File: src/rtl/mulu_x4y4_seq_pkg.sv
// Shared types and widths for the sequential 4x4 multiplier.
// Feature macro handled by the top: MULU_SEQ_EARLY_OUT_EN.
package mulu_x4y4_seq_pkg;

  localparam int DIG_W  = 2;
  localparam int OP_W   = 4;
  localparam int PROD_W = 8;

  typedef enum logic [1:0] {
    IDLE = 2'd0,
    RUN  = 2'd1,
    DONE = 2'd2
  } state_t;

  // Weight a digit-pair product by 2*(i+j), with i=k[0], j=k[1].
  function automatic logic [PROD_W-1:0] place(
    input logic [2*DIG_W-1:0] pp,
    input logic [1:0]         k
  );
    logic [PROD_W-1:0] r;
    unique case (k)
      2'd0:    r = {4'b0, pp};
      2'd3:    r = {pp, 4'b0};
      default: r = {2'b0, pp, 2'b0};
    endcase
    return r;
  endfunction

endpackage

File: src/rtl/mulu_x2y2.sv
// Shared combinational 2x2 unsigned multiplier core.
// Feature macro MULU_SEQ_EARLY_OUT_EN does not affect this file.
import mulu_x4y4_seq_pkg::*;

module mulu_x2y2 (
  input  logic [DIG_W-1:0]   a,
  input  logic [DIG_W-1:0]   b,
  output logic [2*DIG_W-1:0] p
);

  assign p = {2'b0, a} * {2'b0, b};

endmodule

File: src/rtl/mulu_x4y4_seq.sv
// Sequential 4x4 multiplier: four digit-pair steps on one 2x2 core.
// Define MULU_SEQ_EARLY_OUT_EN to finish zero-operand jobs at once.
import mulu_x4y4_seq_pkg::*;

module mulu_x4y4_seq #(
  parameter bit HOLD_RESULT = 1'b1
) (
  input  logic              clk,
  input  logic              reset,
  input  logic              start,
  input  logic [OP_W-1:0]   x,
  input  logic [OP_W-1:0]   y,
  output logic              busy,
  output logic              done,
  output logic [PROD_W-1:0] p
);

  state_t              state;
  logic [1:0]          k;
  logic [PROD_W-1:0]   acc;
  logic [OP_W-1:0]     xr;
  logic [OP_W-1:0]     yr;
  logic [DIG_W-1:0]    cx;
  logic [DIG_W-1:0]    cy;
  logic [2*DIG_W-1:0]  cp;
  logic [PROD_W-1:0]   partial;
  logic                accept;

  always_comb begin
    cx = '0;
    cy = '0;
    if (state == RUN) begin
      cx = k[0] ? xr[3:2] : xr[1:0];
      cy = k[1] ? yr[3:2] : yr[1:0];
    end
  end

  mulu_x2y2 u_core (
    .a (cx),
    .b (cy),
    .p (cp)
  );

  assign partial = place(cp, k);
  assign accept  = start && (state != RUN);

  always_ff @(posedge clk or negedge reset) begin
    if (!reset) begin
      state <= IDLE;
      k     <= '0;
      acc   <= '0;
      xr    <= '0;
      yr    <= '0;
      busy  <= 1'b0;
      done  <= 1'b0;
      p     <= '0;
    end else if (accept) begin
      xr  <= x;
      yr  <= y;
      acc <= '0;
      k   <= '0;
      if (!HOLD_RESULT) p <= '0;
`ifdef MULU_SEQ_EARLY_OUT_EN
      if (x == '0 || y == '0) begin
        state <= DONE;
        busy  <= 1'b0;
        done  <= 1'b1;
        p     <= '0;
      end else begin
        state <= RUN;
        busy  <= 1'b1;
        done  <= 1'b0;
      end
`else
      state <= RUN;
      busy  <= 1'b1;
      done  <= 1'b0;
`endif
    end else begin
      unique case (state)
        RUN: begin
          acc <= acc + partial;
          k   <= k + 2'd1;
          if (k == 2'd3) begin
            p     <= acc + partial;
            state <= DONE;
            busy  <= 1'b0;
            done  <= 1'b1;
          end
        end
        DONE: begin
          state <= IDLE;
          done  <= 1'b0;
        end
        default: begin
          state <= IDLE;
          busy  <= 1'b0;
          done  <= 1'b0;
        end
      endcase
    end
  end

endmodule

File: config.mk
export PLATFORM = sky130hd
export DESIGN_NAME = mulu_x4y4_seq
export DESIGN_NICKNAME = d
export VERILOG_FILES = /design/src/rtl/mulu_x4y4_seq_pkg.sv /design/src/rtl/mulu_x2y2.sv /design/src/rtl/mulu_x4y4_seq.sv
export SDC_FILE = /design/constraint.sdc
export NUM_CORES = 1
export LEC_CHECK = 0
export CAP_MARGIN = 20
export CORE_UTILIZATION = 25
export CTS_CLUSTER_DIAMETER = 80
export DETAILED_ROUTE_END_ITERATION = 12
export GPL_TIMING_DRIVEN = 1
export PLACE_DENSITY = 0.54
export SYNTH_ARGS = -nofsm -noshare
export SYNTH_HDL_FRONTEND = slang
export SYNTH_HIERARCHICAL = 1
export SYNTH_SLANG_ARGS = --single-unit
File: constraint.sdc
create_clock -name clk -period 3 [get_ports clk]
set_input_delay 0.75 -clock clk [delete_from_list [all_inputs] [get_ports clk]]
set_output_delay 0.75 -clock clk [all_outputs]
set_load 0.05 [all_outputs]
==> results of run 1 <==
how the worst min path moves through the flow:
stage	from	to	cells after the start
after floorplan	reset	acc[0]$_DFFE_PN0P_	0
after global placement	p[3]$_DFFE_PN0P_	p[3]$_DFFE_PN0P_	2
after detailed placement	p[1]$_DFFE_PN0P_	p[1]$_DFFE_PN0P_	2
after CTS	p[1]$_DFFE_PN0P_	p[1]$_DFFE_PN0P_	2
after global routing	p[4]$_DFFE_PN0P_	p[4]$_DFFE_PN0P_	2
final	p[4]$_DFFE_PN0P_	p[4]$_DFFE_PN0P_	2
logic make-up after synthesis:
group	Yosys count	share of synthesized area (%)
adder cells (fa/ha/maj)	14	10.73
buffers and inverters	13	3.453
multiplexers	12	7.642
XOR/XNOR	4	2.058
flip-flops	29	42.62
AO/OA/AOI/OAI	34	13.08
AND/OR/NAND/NOR	67	20.43
Yosys cell counts (2+ instances only):
cell       n
dfrtp_1   29
nand2_1   27
ha_1      13
o21ai_0   12
mux2_2     8
and2_1     7
nand3b_1   7
nor2_1     7
nand3_1    6
a21oi_1    5
inv_1      5
a211o_1    4
clkbuf_1   4
mux2i_1    4
nand4_1    4
xnor2_1    3
a31oi_1    2
buf_2      2
nor3b_1    2
o21ai_1    2
metrics by stage:
step	cell area (um^2)	total power [mW]	utilization, %
floorplan	1722	1.538	-
global placement	2024	1.838	31.34
detailed placement	2024	1.841	31.34
CTS	2141	2.279	33.15
global route	2155	2.434	33.36
finish	2155	2.259	33.36
routing by layer:
| layer | wire, um | up-vias | share of wire, % |
|---|---|---|---|
| met2 | 1543 | 32 | 43 |
| li1 | - | 665 | - |
| met3 | 174 | 7 | 4.9 |
| met5 | 0 | - | 0 |
| met1 | 1760 | 590 | 49 |
| met4 | 78 | 0 | 2.2 |
state kept, by name (all words and copies together), names as in the netlist:
signal,flops
k,2
xr,4
busy,1
p,8
acc,8
state,2
yr,4
power by group through the flow:
| stage | logic (mW) | clock network [mW] | registers (mW) |
|---|---|---|---|
| 2_1_floorplan | 0.700 | 0 | 0.838 |
| 3_3_place_gp | 1.16 | 0 | 0.680 |
| 3_5_place_dp | 1.16 | 0 | 0.681 |
| 4_1_cts | 1.16 | 0.440 | 0.676 |
| 5_1_grt | 1.28 | 0.454 | 0.697 |
| 6_report | 1.16 | 0.424 | 0.671 |
worst max-delay path, delay by kind of cell, from the launching register on:
family,cells,cell delay [ns]
muxes,1,0.21
and+or+nand+nor,5,0.88
AOI/OAI and AO/OA,3,0.45
DFF,1,0.41
adders and majority gates,3,0.78
final cells by class:
cell class	count	area [um^2]	share of cell area, %
Clock buffer	7	86.33	4.007
Clock inverter	1	30.03	1.394
Inverter	6	22.52	1.045
Multi-Input combinational cell	131	930.9	43.21
Sequential cell	29	728.2	33.80
Tap cell	77	96.34	4.472
Timing Repair Buffer	28	260.3	12.08
what timing repair did:
action                                  CTS  global route
resized for setup                         0             2
endpoints found under the setup margin    0             4
buffers inserted                          0             1
==> results.sh, run 1 <==
export IMPL_grt_max_degree=15
export IMPL_slew_headroom_pct=66.79
export IMPL_reg2reg_depth=12
export IMPL_seqPwrFrac_pct=29.7
export IMPL_layout_min_cycle_time_ns=2.786
export IMPL_fill_cells=690
export IMPL_avgRoutedWirePerCell_um=12.75
export IMPL_violations="DRC"
export IMPL_fin_cells=279
export IMPL_critPathLaunchType="flip-flop"
export IMPL_avgSynthCellArea_um2=9.843
export IMPL_ys_seq_area_share_pct=42.62
export IMPL_syn_inst=173
export IMPL_endpoint="acc[7]$_DFFE_PN0P_"
export IMPL_final_cell_mix="27 x nand2_1, 27 x dfrtp_1, 20 x clkdlybuf4s50_1, 13 x ha_1, 10 x o21ai_0"
export IMPL_ioPinCount=21
export IMPL_whs_ns=0.4768
export IMPL_vdd_drop_max_uv=428.8
export IMPL_critPathMaxFanout=4
export IMPL_synth_ff_latch_count=29
export IMPL_cp_cell_sequence="mux2i_1 > nor2_1 > and2_1 > ha_1 > ha_1 > nand2_1 > o21ai_2 > ha_1 > a21oi_2 > a211oi_2 > or4_1 > nand3_1"
export IMPL_die_x_um=84.53
export IMPL_clk_pin_slew_worst_paths_ns=0.07
export IMPL_setup_viol=0
export IMPL_grt_total_usage_pct=10.88
export IMPL_syn_to_final_growth_pct=26.52
export IMPL_crit_start="k[1]$_DFFE_PN0P_"
export IMPL_regToRegStartpoint="k[1]$_DFFE_PN0P_"
export IMPL_clock_skew_ns=0.005975
export IMPL_cts_root_buf="clkbuf_8"
export IMPL_yosys_area_top_type="dfrtp_1"
export IMPL_grt_util_met3_pct=2.950
export IMPL_cts_buffers=5
export IMPL_final_max_slew_viol_count=0
export IMPL_grt_pass1_wl_mm=5.899
export IMPL_overflow=0
export IMPL_syn_area_um2=1703
export IMPL_crit_path_frequent_cell="ha_1"
export IMPL_clkPwrFrac_pct=18.8
export IMPL_finalHoldViolations=0
export IMPL_drive_above_1_share_pct=15.84
export IMPL_cpPeakStageDelay_ns=0.51
export IMPL_required_ns=3.22
export IMPL_cts_sinks=29
export IMPL_p_sw_mw=0.9521
export IMPL_ant_nets=0
export IMPL_routed_wl_mm=3.558
export IMPL_use_met1_pct=14.93
export IMPL_hp_class="flip-flop to flip-flop"
export IMPL_die_h_um=84.53
export IMPL_p_int_mw=1.307
export IMPL_core_um2=6459
export IMPL_tritoncts="yes"
export IMPL_cp_slowest_cell="or4_1"
export IMPL_drc_errors=5
export IMPL_clockBufferDepth=2
export IMPL_synth_warnings=6
export IMPL_start_util_pct=26.37
export IMPL_clk_latency_ns=0.28
export IMPL_fin_ws_ns=0.2138
export IMPL_top_usage_layer="met2"
export IMPL_comb_power_share_pct=51.5
export IMPL_tightest_slew_ns=0.4966
export IMPL_ys_types=40
export IMPL_routabilityCongestion=0.7726
export IMPL_arrival_ns=3.01
export IMPL_yosys_top_cells_area="dfrtp_1 43%, ha_1 9.6%, nand2_1 6.0%"
export IMPL_synth_top_area_share_pct=42.62
export IMPL_swShare_pct=42.14
export IMPL_drt_first_pass_iters=10
export IMPL_synth_edf_count=0
export IMPL_fin_setup_tns_ns=0
export IMPL_syn_nets=198
export IMPL_fmax_ghz=0.3589
export IMPL_placed_cells=270
export IMPL_end_kind="flip-flop"
export IMPL_critPathKind="flip-flop to flip-flop"
export IMPL_die_area_um2=7145
export IMPL_ys_flop_type="dfrtp_1"
export IMPL_reg2reg_slack_ns=0.21
export IMPL_synthArstFlopShare_pct=100.0
export IMPL_rsz0062_at_grt="no"
export IMPL_power_per_cell_area_nw_per_um2=1049
export IMPL_drt_iter0_markers=77
export IMPL_num_rows=29
export IMPL_final_net_count=226
export IMPL_antennaDiodeCount=0
export IMPL_cts_hold_buffers=0
export IMPL_vias_per_cell=4.638
export IMPL_portBuffers=20
export IMPL_leakagePower_nw=0.9558
export IMPL_htree_levels=2
export IMPL_grt_pass1_vias=1181
export IMPL_period_share_pct=92.87
export IMPL_hpwl_mm=2.696
export IMPL_grtUsageMet2_pct=15.67
export IMPL_cap_violations=0
export IMPL_dr_total_vias=1294
export IMPL_reg2reg_to="acc[7]$_DFFE_PN0P_"
export IMPL_status="finished, violations left"
export IMPL_pre_cts_ws_ns=0.1368
export IMPL_antenna_found_initial=0
Power figures use the tool's default switching activity.
==> run 2, diff against run 1 <==
DONT_BUFFER_PORTS = 1   (was default)
PLACE_DENSITY = 0.5   (was 0.54)
SYNTH_HIERARCHICAL = default   (was 1)
TNS_END_PERCENT = 5   (was default)
==> run 2 against run 1 <==
Against the previous run:
- the flow now finishes without violations
- power shrank 7.2%
- clock-buffer cell count is 1 lower
- global-route usage increased by 0.78 points
- critical path type unchanged
- first-iteration DRC count is 48% lower
- worst setup slack lost 0.12 ns
- worst hold slack worse by 0.32 ns
- clock power fell by 26%
- maximum frequency down 4.1%
- sequential power rose by 25%
- sequential cell count unchanged
- cell area decreased by 13%
==> results.sh, run 2 <==
export IMPL_status="completed"
export IMPL_synthArstFlopShare_pct=100.0
export IMPL_syn_inst=157
export IMPL_drt_first_pass_iters=4
export IMPL_antennaDiodeCount=0
export IMPL_regToRegStartpoint="k[0]$_DFFE_PN0P_"
export IMPL_synth_most_common_cell="dfrtp_1"
export IMPL_end_kind="flip-flop"
export IMPL_critPathLaunchType="flip-flop"
export IMPL_ys_flop_type="dfrtp_1"
export IMPL_clock_skew_ns=0.004096
export IMPL_clockBufferDepth=2
export IMPL_clk_pin_slew_worst_paths_ns=0.06
export IMPL_required_ns=3.19
export IMPL_cts_sinks=29
export IMPL_tightest_slew_ns=0.6034
export IMPL_synth_commonest_cells="29 x dfrtp_1, 25 x nand2_1, 17 x o21ai_0, 13 x mux2_2, 11 x ha_1"
export IMPL_tritoncts="yes"
export IMPL_start_util_pct=26.38
export IMPL_routabilityCongestion=0.7723
export IMPL_synth_top_family_by_area="simple AND/OR/NAND/NOR gates"
export IMPL_antenna_found_initial=0
export IMPL_critPathMaxFanout=3
export IMPL_final_cell_mix="28 x dfrtp_1, 24 x nand2_1, 17 x o21ai_0, 11 x mux2_2"
export IMPL_leakagePower_nw=0.8367
export IMPL_yosys_top_cells_area="dfrtp_1 45%, mux2_2 9.2%, ha_1 8.6%"
export IMPL_ys_seq_area_share_pct=45.38
export IMPL_rsz0062_at_grt="yes"
export IMPL_htree_levels=2
export IMPL_avgRoutedWirePerCell_um=13.85
export IMPL_synth_fa_ha_area_share_pct=9.859
export IMPL_drc_errors=0
export IMPL_overflow=0
export IMPL_setup_viol=0
export IMPL_syn_nets=180
export IMPL_synth_mux_area_share_pct=10.41
export IMPL_finalHoldViolations=0
export IMPL_synth_top_area_share_pct=45.38
export IMPL_reg2reg_depth=12
export IMPL_grt_pass1_wl_mm=5.658
export IMPL_final_net_count=189
export IMPL_yosys_area_top_type="dfrtp_1"
export IMPL_vdd_drop_max_uv=500.6
export IMPL_cts_hold_buffers=0
export IMPL_synth_warnings=0
export IMPL_layout_min_cycle_time_ns=2.904
export IMPL_ioPinCount=21
export IMPL_synth_ff_latch_count=29
export IMPL_reg2reg_to="acc[6]$_DFFE_PN0P_"
export IMPL_grt_total_usage_pct=11.66
export IMPL_syn_to_final_growth_pct=17.61
export IMPL_clk_latency_ns=0.28
export IMPL_post_route_util_pct=31.03
export IMPL_die_area_um2=6720
export IMPL_ys_types=33
export IMPL_portBuffers=0
export IMPL_cap_violations=0
export IMPL_num_rows=28
export IMPL_hpwl_mm=2.356
export IMPL_arrival_ns=3.09
export IMPL_cts_buffers=5
export IMPL_grt_pass1_vias=1158
export IMPL_dr_total_vias=1119
export IMPL_synth_xor_area_share_pct=2.739
export IMPL_grt_max_degree=30
export IMPL_layout_cells_most_common="dfrtp_1"
export IMPL_cts_root_buf="clkbuf_8"
export IMPL_synth_edf_count=0
export IMPL_drt_iter0_markers=40
export IMPL_power_per_cell_area_nw_per_um2=1115
export IMPL_syn_area_um2=1599
export IMPL_period_share_pct=96.80
export IMPL_fmax_ghz=0.3444
export IMPL_core_um2=6061
export IMPL_synth_simple_area_share_pct=16.28
export IMPL_fin_setup_tns_ns=0
export IMPL_drive_above_1_share_pct=24.55
export IMPL_ant_nets=0
export IMPL_slew_headroom_pct=59.77
export IMPL_fill_cells=633
export IMPL_critPathKind="flip-flop to flip-flop"
export IMPL_top_regs="acc x8, p x8"
export IMPL_hp_class="primary input to async pin"
export IMPL_die_x_um=81.98
export IMPL_synth_compound_area_share_pct=12.36
export IMPL_vias_per_cell=4.624
export IMPL_reg2reg_slack_ns=0.1
export IMPL_routed_wl_mm=3.352
export IMPL_avgSynthCellArea_um2=10.18
export IMPL_final_max_slew_viol_count=0
export IMPL_die_h_um=81.98
==> run 2: power breakdown <==
group | internal [mW] | switching (mW)
Clock | 0.160 | 0.154
Sequential | 0.551 | 0.285
Combinational | 0.449 | 0.496
Total | 1.16 | 0.936
==> run 2: layout make-up <==
class | count | area (um^2) | share of cell area [%]
Multi-Input combinational cell | 116 | 894.6 | 47.57
Sequential cell | 29 | 726.9 | 38.66
Tap cell | 75 | 93.84 | 4.990
Clock buffer | 6 | 72.57 | 3.859
Timing Repair Buffer | 8 | 60.06 | 3.194
Inverter | 6 | 22.52 | 1.198
Clock inverter | 2 | 10.01 | 0.5323
==> run 2: timing repair <==
item | 4_1_cts | 5_1_grt
buffers inserted | 4 | 1
pin swaps | 2 | 2
resized for setup | 0 | 14
gates cloned | 0 | 0
endpoints found under the setup margin | 2 | 6
hold endpoints to repair | 0 | 0
==> run 2: through the flow <==
step	cells	worst slack [ns]	power [mW]	cell area, um^2	hold WS [ns]
floorplan	157	0.04330	1.451	1600	0.4544
global placement	229	0.04179	1.634	1692	0.4558
detailed placement	229	-0.04254	1.644	1692	0.4557
CTS	241	0.02725	2.012	1804	0.1455
global route	242	-0.04857	2.269	1881	0.1396
finish	242	0.09606	2.097	1881	0.1554
==> run 2: worst max-delay path by stage <==
stage,slack [ns],startpoint,depth (start not counted),to
after global placement,0.04,k[0]$_DFFE_PN0P_,12,p[6]$_DFFE_PN0P_
after CTS,0.03,k[0]$_DFFE_PN0P_,12,acc[6]$_DFFE_PN0P_
after global routing,-0.05,k[0]$_DFFE_PN0P_,12,acc[6]$_DFFE_PN0P_
after floorplan,0.04,state[1]$_DFFE_PN0P_,13,acc[6]$_DFFE_PN0P_
final,0.1,k[0]$_DFFE_PN0P_,12,acc[6]$_DFFE_PN0P_
after detailed placement,-0.04,k[0]$_DFFE_PN0P_,12,acc[6]$_DFFE_PN0P_
==> run 2: worst max-delay path, cell delays in order, from the launching register on <==
cell and delay [ns]:
dfrtp_1 0.41, mux2_4 0.32, and3_4 0.19, ha_4 0.15
ha_4 0.27, nand2_2 0.04, mux2i_1 0.15, ha_1 0.28
nor2b_4 0.14, o31a_1 0.24, o21a_1 0.20, o21a_1 0.20
o31ai_1 0.23
==> run 2: cell families after synthesis <==
family | count (synthesis)
flops | 29
buf+inv | 12
xor+xnor | 5
fa+ha+maj | 12
simple gates | 51
mux | 15
compound gates | 33
==> run 2: layer usage <==
metal,routed length (um),track usage (%)
met1,1734,15.21
met4,51,5.789
met3,191,4.111
met5,0,0
met2,1375,16.86
==> run 3, diff against run 2 <==
CAP_MARGIN = default   (was 20)
==> results of run 3 <==
Final layout, timing and power as in run 2 (identical DEF).
==> RTL edit 1 (settings of run 3) <==
Add a define of `MULU_SEQ_EARLY_OUT_EN`.
--- a/src/rtl/mulu_x4y4_seq.sv
+++ b/src/rtl/mulu_x4y4_seq.sv
@@ -1,4 +1,6 @@
 // Sequential 4x4 multiplier: four digit-pair steps on one 2x2 core.
 // Define MULU_SEQ_EARLY_OUT_EN to finish zero-operand jobs at once.
+`define MULU_SEQ_EARLY_OUT_EN
+
 import mulu_x4y4_seq_pkg::*;
 
Behaviour: not the same (a bounded check fails within 4 cycles, from zero or initial values and one cycle with reset low).
==> RTL edit 1 against run 3 <==
  * Sequential cell count unchanged
  * Wire length increased by 15%
  * Area after synthesis increased by 9.6%
  * First-iteration DRC count increased by 30%
  * Critical path type unchanged
  * Critical endpoint is now acc[5]
  * Cell area increased by 12%
  * Via count increased by 17%
  * Worst setup slack improved by 37 ps
  * Total power increased by 2.7%
==> RTL edit 1: results (changes against run 3) <==
Clock network
  • Clk Latency, worst-skew pair: 290 ps
  • H-Tree Depth: 2 (unchanged)
  • Max Buffers Root-to-Sink: 2 (unchanged)
  • Clock root cell: clkbuf_8

Outcome
  • Outcome: finished, final reports clean

Placement
  • Post-DP HPWL: 2860 µm (+21%)
  • GP Congestion: 0.790 (+2.3%)
  • Post-Place Setup Slack: 38.4 ps (+81.0 ps)

Logic synthesis
  • Distinct cell type count after synthesis: 43 (+30%)
  • Syn. warnings: 0 (unchanged)
  • Sequential fraction of the synthesis area: 41.4% (-4.0 points)
  • Syn nets: 193 (+7.2%)
  • Synth top cells by count: dfrtp_1 (29), nand2_1 (17), ha_1 (11), mux2_2 (11), o21ai_0 (11)
  • Synth area leaders: dfrtp_1 (41%), ha_1 (7.9%), mux2_2 (7.1%)
  • Yosys top cell area share: 41.4% (-4.0 points)

Critical path
  • Worst Path Max Fanout: 4 (+1)
  • Family with the most delay on the worst path: adder cells
  • WP data arrival: 3040 ps (-50 ps)
  • CP max stage delay: 440 ps (+30 ps)

GRT
  • First-pass GRT wire length: 6610 µm (+17%)
  • GR Util All Layers: 11.7% (+0.031 points)
  • Vias in the first global route: 1,368 (+18%)

Pwr
  • Cell Int Power: 1260 µW (+8.3%)
  • Pwr Total: 2150 µW (+2.7%)
  • Leak: 0.000914 µW (+9.3%)
  • Peak supply drop: 0.000411 V (-18%)
  • Combinational power share: 43.1% (-2.0 points)
  • Seq power: 794 µW (-5.0%)

Timing
  • Worst-Margin Slew: 485 ps (-119 ps)
  • Clk_skew: 9.62 ps (+5.52 ps)

Routing
  • Vias per cell: 4.73 (+2.4%)
  • Routed WL per cell: 13.9 µm (+0.66%)
  • Starting DRT DRC Count: 52 (+30%)

Finish
  • Layout cell share with drive strength beyond 1: 27.1% (+2.5 points)
  • Final #Nets: 203 (+7.4%)
RTL edit 1: repair_timing:
item | 4_1_cts | 5_1_grt
setup endpoints to repair | 0 | 8
setup buffers | 0 | 4
resized for setup | 0 | 18
RTL edit 1: final timing paths:
kind	from	endpoint	slack [ps]
worst max-delay path	k[0]	acc[5]	130
worst min register to register	xr[3]	xr[3]	510
worst min-delay path	reset	xr[2]	150
max in group asynchronous	reset	busy	2760
worst max register to register	k[0]	acc[5]	130
min in group clk	xr[3]	xr[3]	510
RTL edit 1: cell families after synthesis:
| logic type | count (synthesis) | synth area share, % |
|---|---|---|
| AND/OR/NAND/NOR | 58 | 20.2 |
| AO/OA/AOI/OAI | 37 | 14.3 |
| flip-flops | 29 | 41.4 |
| buffers and inverters | 16 | 4.07 |
| multiplexers | 14 | 9.06 |
| adder cells (fa/ha/maj) | 12 | 8.99 |
| XOR/XNOR | 4 | 2.00 |
RTL edit 1: area by class of cell:
| type | count | area (µm²) |
|---|---|---|
| clock inverters | 2 | 37.5 |
| well taps | 96 | 120 |
| fillers | 691 | 4680 |
| flip-flops and latches | 29 | 727 |
| multi-input cells | 125 | 1030 |
| clock buffers | 6 | 82.6 |
| repair buffers | 11 | 86.3 |
| inverters | 8 | 30.0 |
RTL edit 1: per-layer routing:
metal / GRT usage (%) / share of wire, %
met4: 2.73 / 0.36
met5: 0 / 0
met2: 17.6 / 45
met1: 15.7 / 47
met3: 4.81 / 7.6
RTL edit 1: per-stage QoR:
| stage | util, % | std cells | cell area, µm² |
|---|---|---|---|
| 2_1_floorplan | - | 170 | 1760 |
| 3_3_place_gp | 27.8 | 265 | 1890 |
| 3_5_place_dp | 27.8 | 265 | 1890 |
| 4_1_cts | 29.5 | 273 | 2010 |
| 5_1_grt | 31.1 | 277 | 2110 |
| 6_report | 31.1 | 277 | 2110 |
==> RTL edit 2 (flow settings as in run 3) <==
Made on the original files. Make the reset (`reset`) synchronous in one clocked block.
--- a/src/rtl/mulu_x4y4_seq.sv
+++ b/src/rtl/mulu_x4y4_seq.sv
@@ -45,5 +45,5 @@
   assign accept  = start && (state != RUN);
 
-  always_ff @(posedge clk or negedge reset) begin
+  always_ff @(posedge clk) begin
     if (!reset) begin
       state <= IDLE;
Behaviour: differs if reset is asserted again (counterexample within 4 cycles, from zero or initial values and one cycle with reset low); with reset held inactive, the same outputs for 10 cycles.
==> RTL edit 2 against run 3 <==
  * The run now ends with DRC left
  * Sequential cell count did not move
  * Worst setup slack better by 120 ps
  * Cell area decreased by 0.40%
  * Cell count is 19% higher
  * Wire length up 18%
  * Global-route usage grew 0.075 points
  * Worst hold slack gained 310 ps
  * Area after synthesis up 4.6%
Power is not compared: it rests on default switching activity, and its combinational part moved more than twofold at a synthesized area within 25%.
==> RTL edit 2: results (changes against run 3) <==
Placement
  • Post-DP HPWL: 2830 µm (+20%)
  • GP Congestion: 0.778 (+0.76%)
  • Area after DPL: 0.00178 mm² (+5.0%)

Routing
  • Routed wl met3: 202 µm (+5.8%)
  • Pre-antenna DRT Iters: 8 (+4)
  • Routed WL per cell: 13.7 µm (-0.87%)
  • Routed met1 length: 1960 µm (+13%)
  • Number of remaining DRC errors: 2 (+2)
  • Metal2 WL: 1770 µm (+28%)
  • Detailed-route via count: 1,452 (+30%)

Finish
  • Final #Nets: 234 (+24%)
  • Register area: 583 µm² (-20%)
  • Buffering overhead: 2.81% (-0.39 points)
  • Seq/total area: 31.1% (-7.5 points)
  • Fillers: 707 (+12%)

Timing
  • Hold Worst Slack: 462 ps (+307 ps)
  • Rel. slew slack: 64.4% (+4.6 points)

GRT
  • Met1 Usage GRT: 15.7% (+0.52 points)
  • Largest net degree at the start of global routing: 28 (-6.7%)
  • First-pass GRT wire length: 6510 µm (+15%)
  • Met3 usage: 3.56% (-0.55 points)
  • Grt met2 use: 17.7% (+0.88 points)

Outcome
  • Failing checks: DRC
  • Outcome: finished with violations

Critical path
  • Worst r2r path cells: 11 (-1)
  • WP data arrival: 2980 ps (-110 ps)
  • Worst Path Max Fanout: 6 (+3)
  • Register-to-register setup slack: 220 ps (+120 ps)
  • CP max stage delay: 370 ps (-40 ps)

Logic synthesis
  • Async set-reset flop share out of synthesis: 0% (-100 points)
  • Synth Flop Type: dfxtp_1
  • Yosys top cell area share: 34.7% (-11 points)
  • Synth top cells by count: nand2_1 (46), dfxtp_1 (29), ha_1 (11), nand3_1 (11), a21boi_0 (10)
  • Sequential fraction of the synthesis area: 34.7% (-11 points)
  • Synth area leaders: dfxtp_1 (35%), nand2_1 (10%), ha_1 (8.2%)

Clock network
  • Setup bufs post-CTS: 0 (-4)

Worst hold path
  • Hold/Removal Path Class: reg -> reg
[RTL edit 2: changes by cell type after synthesis, moves of 5 or more]
cell | run 3 | this run
a21oi_1 | 4 | 9
nand3_1 | 1 | 11
o21ai_0 | 17 | 4
dfrtp_1 | 29 | 0
nand2_1 | 25 | 46
a21boi_0 | 0 | 10
dfxtp_1 | 0 | 29
mux2_2 | 13 | 3
[RTL edit 2: power breakdown]
group,switching [µW],internal [µW],leakage (µW)
Combinational,38.1,27.1,0.000466
Sequential,10.7,396,0.000237
Clock,168,160,0.0000439
Total,217,583,0.000747
[RTL edit 2: critical path: cells and delay by family (launching register included)]
kind	cells	cell delay, ps
adder cells (fa/ha/maj)	3	760
AND/OR/NAND/NOR	3	410
multiplexers	2	480
AO/OA/AOI/OAI	3	650
flip-flops	1	370
[RTL edit 2: worst max path at each step]
| stage | end | slack, ps |
|---|---|---|
| final | acc[7] | 220 |
| after global routing | acc[7] | 2 |
| after CTS | acc[6] | 80 |
| after detailed placement | acc[6] | 110 |
| after global placement | acc[6] | 180 |
| after floorplan | acc[6] | 140 |
[RTL edit 2: cell families (layout without fill, tap and decap cells)]
logic type	count (synthesis)	after routing	share of synthesized area [%]
AND/OR/NAND/NOR	92	92	26.3
AO/OA/AOI/OAI	50	50	20.9
flip-flops	29	29	34.7
buffers and inverters	17	22	4.41
adder cells (fa/ha/maj)	12	12	9.42
multiplexers	5	5	3.22
XOR/XNOR	2	2	1.05
[RTL edit 2: metrics by stage]
step                util, %  cells
floorplan                 -    207
global placement       27.6    281
detailed placement     27.6    281
CTS                    29.0    289
global route           29.2    289
finish                 29.2    289
[RTL edit 2: timing repair]
action | 4_1_cts | 5_1_grt
setup endpoints to repair | 0 | 6
gates resized for setup | 0 | 3
hold endpoints to repair | 0 | 0
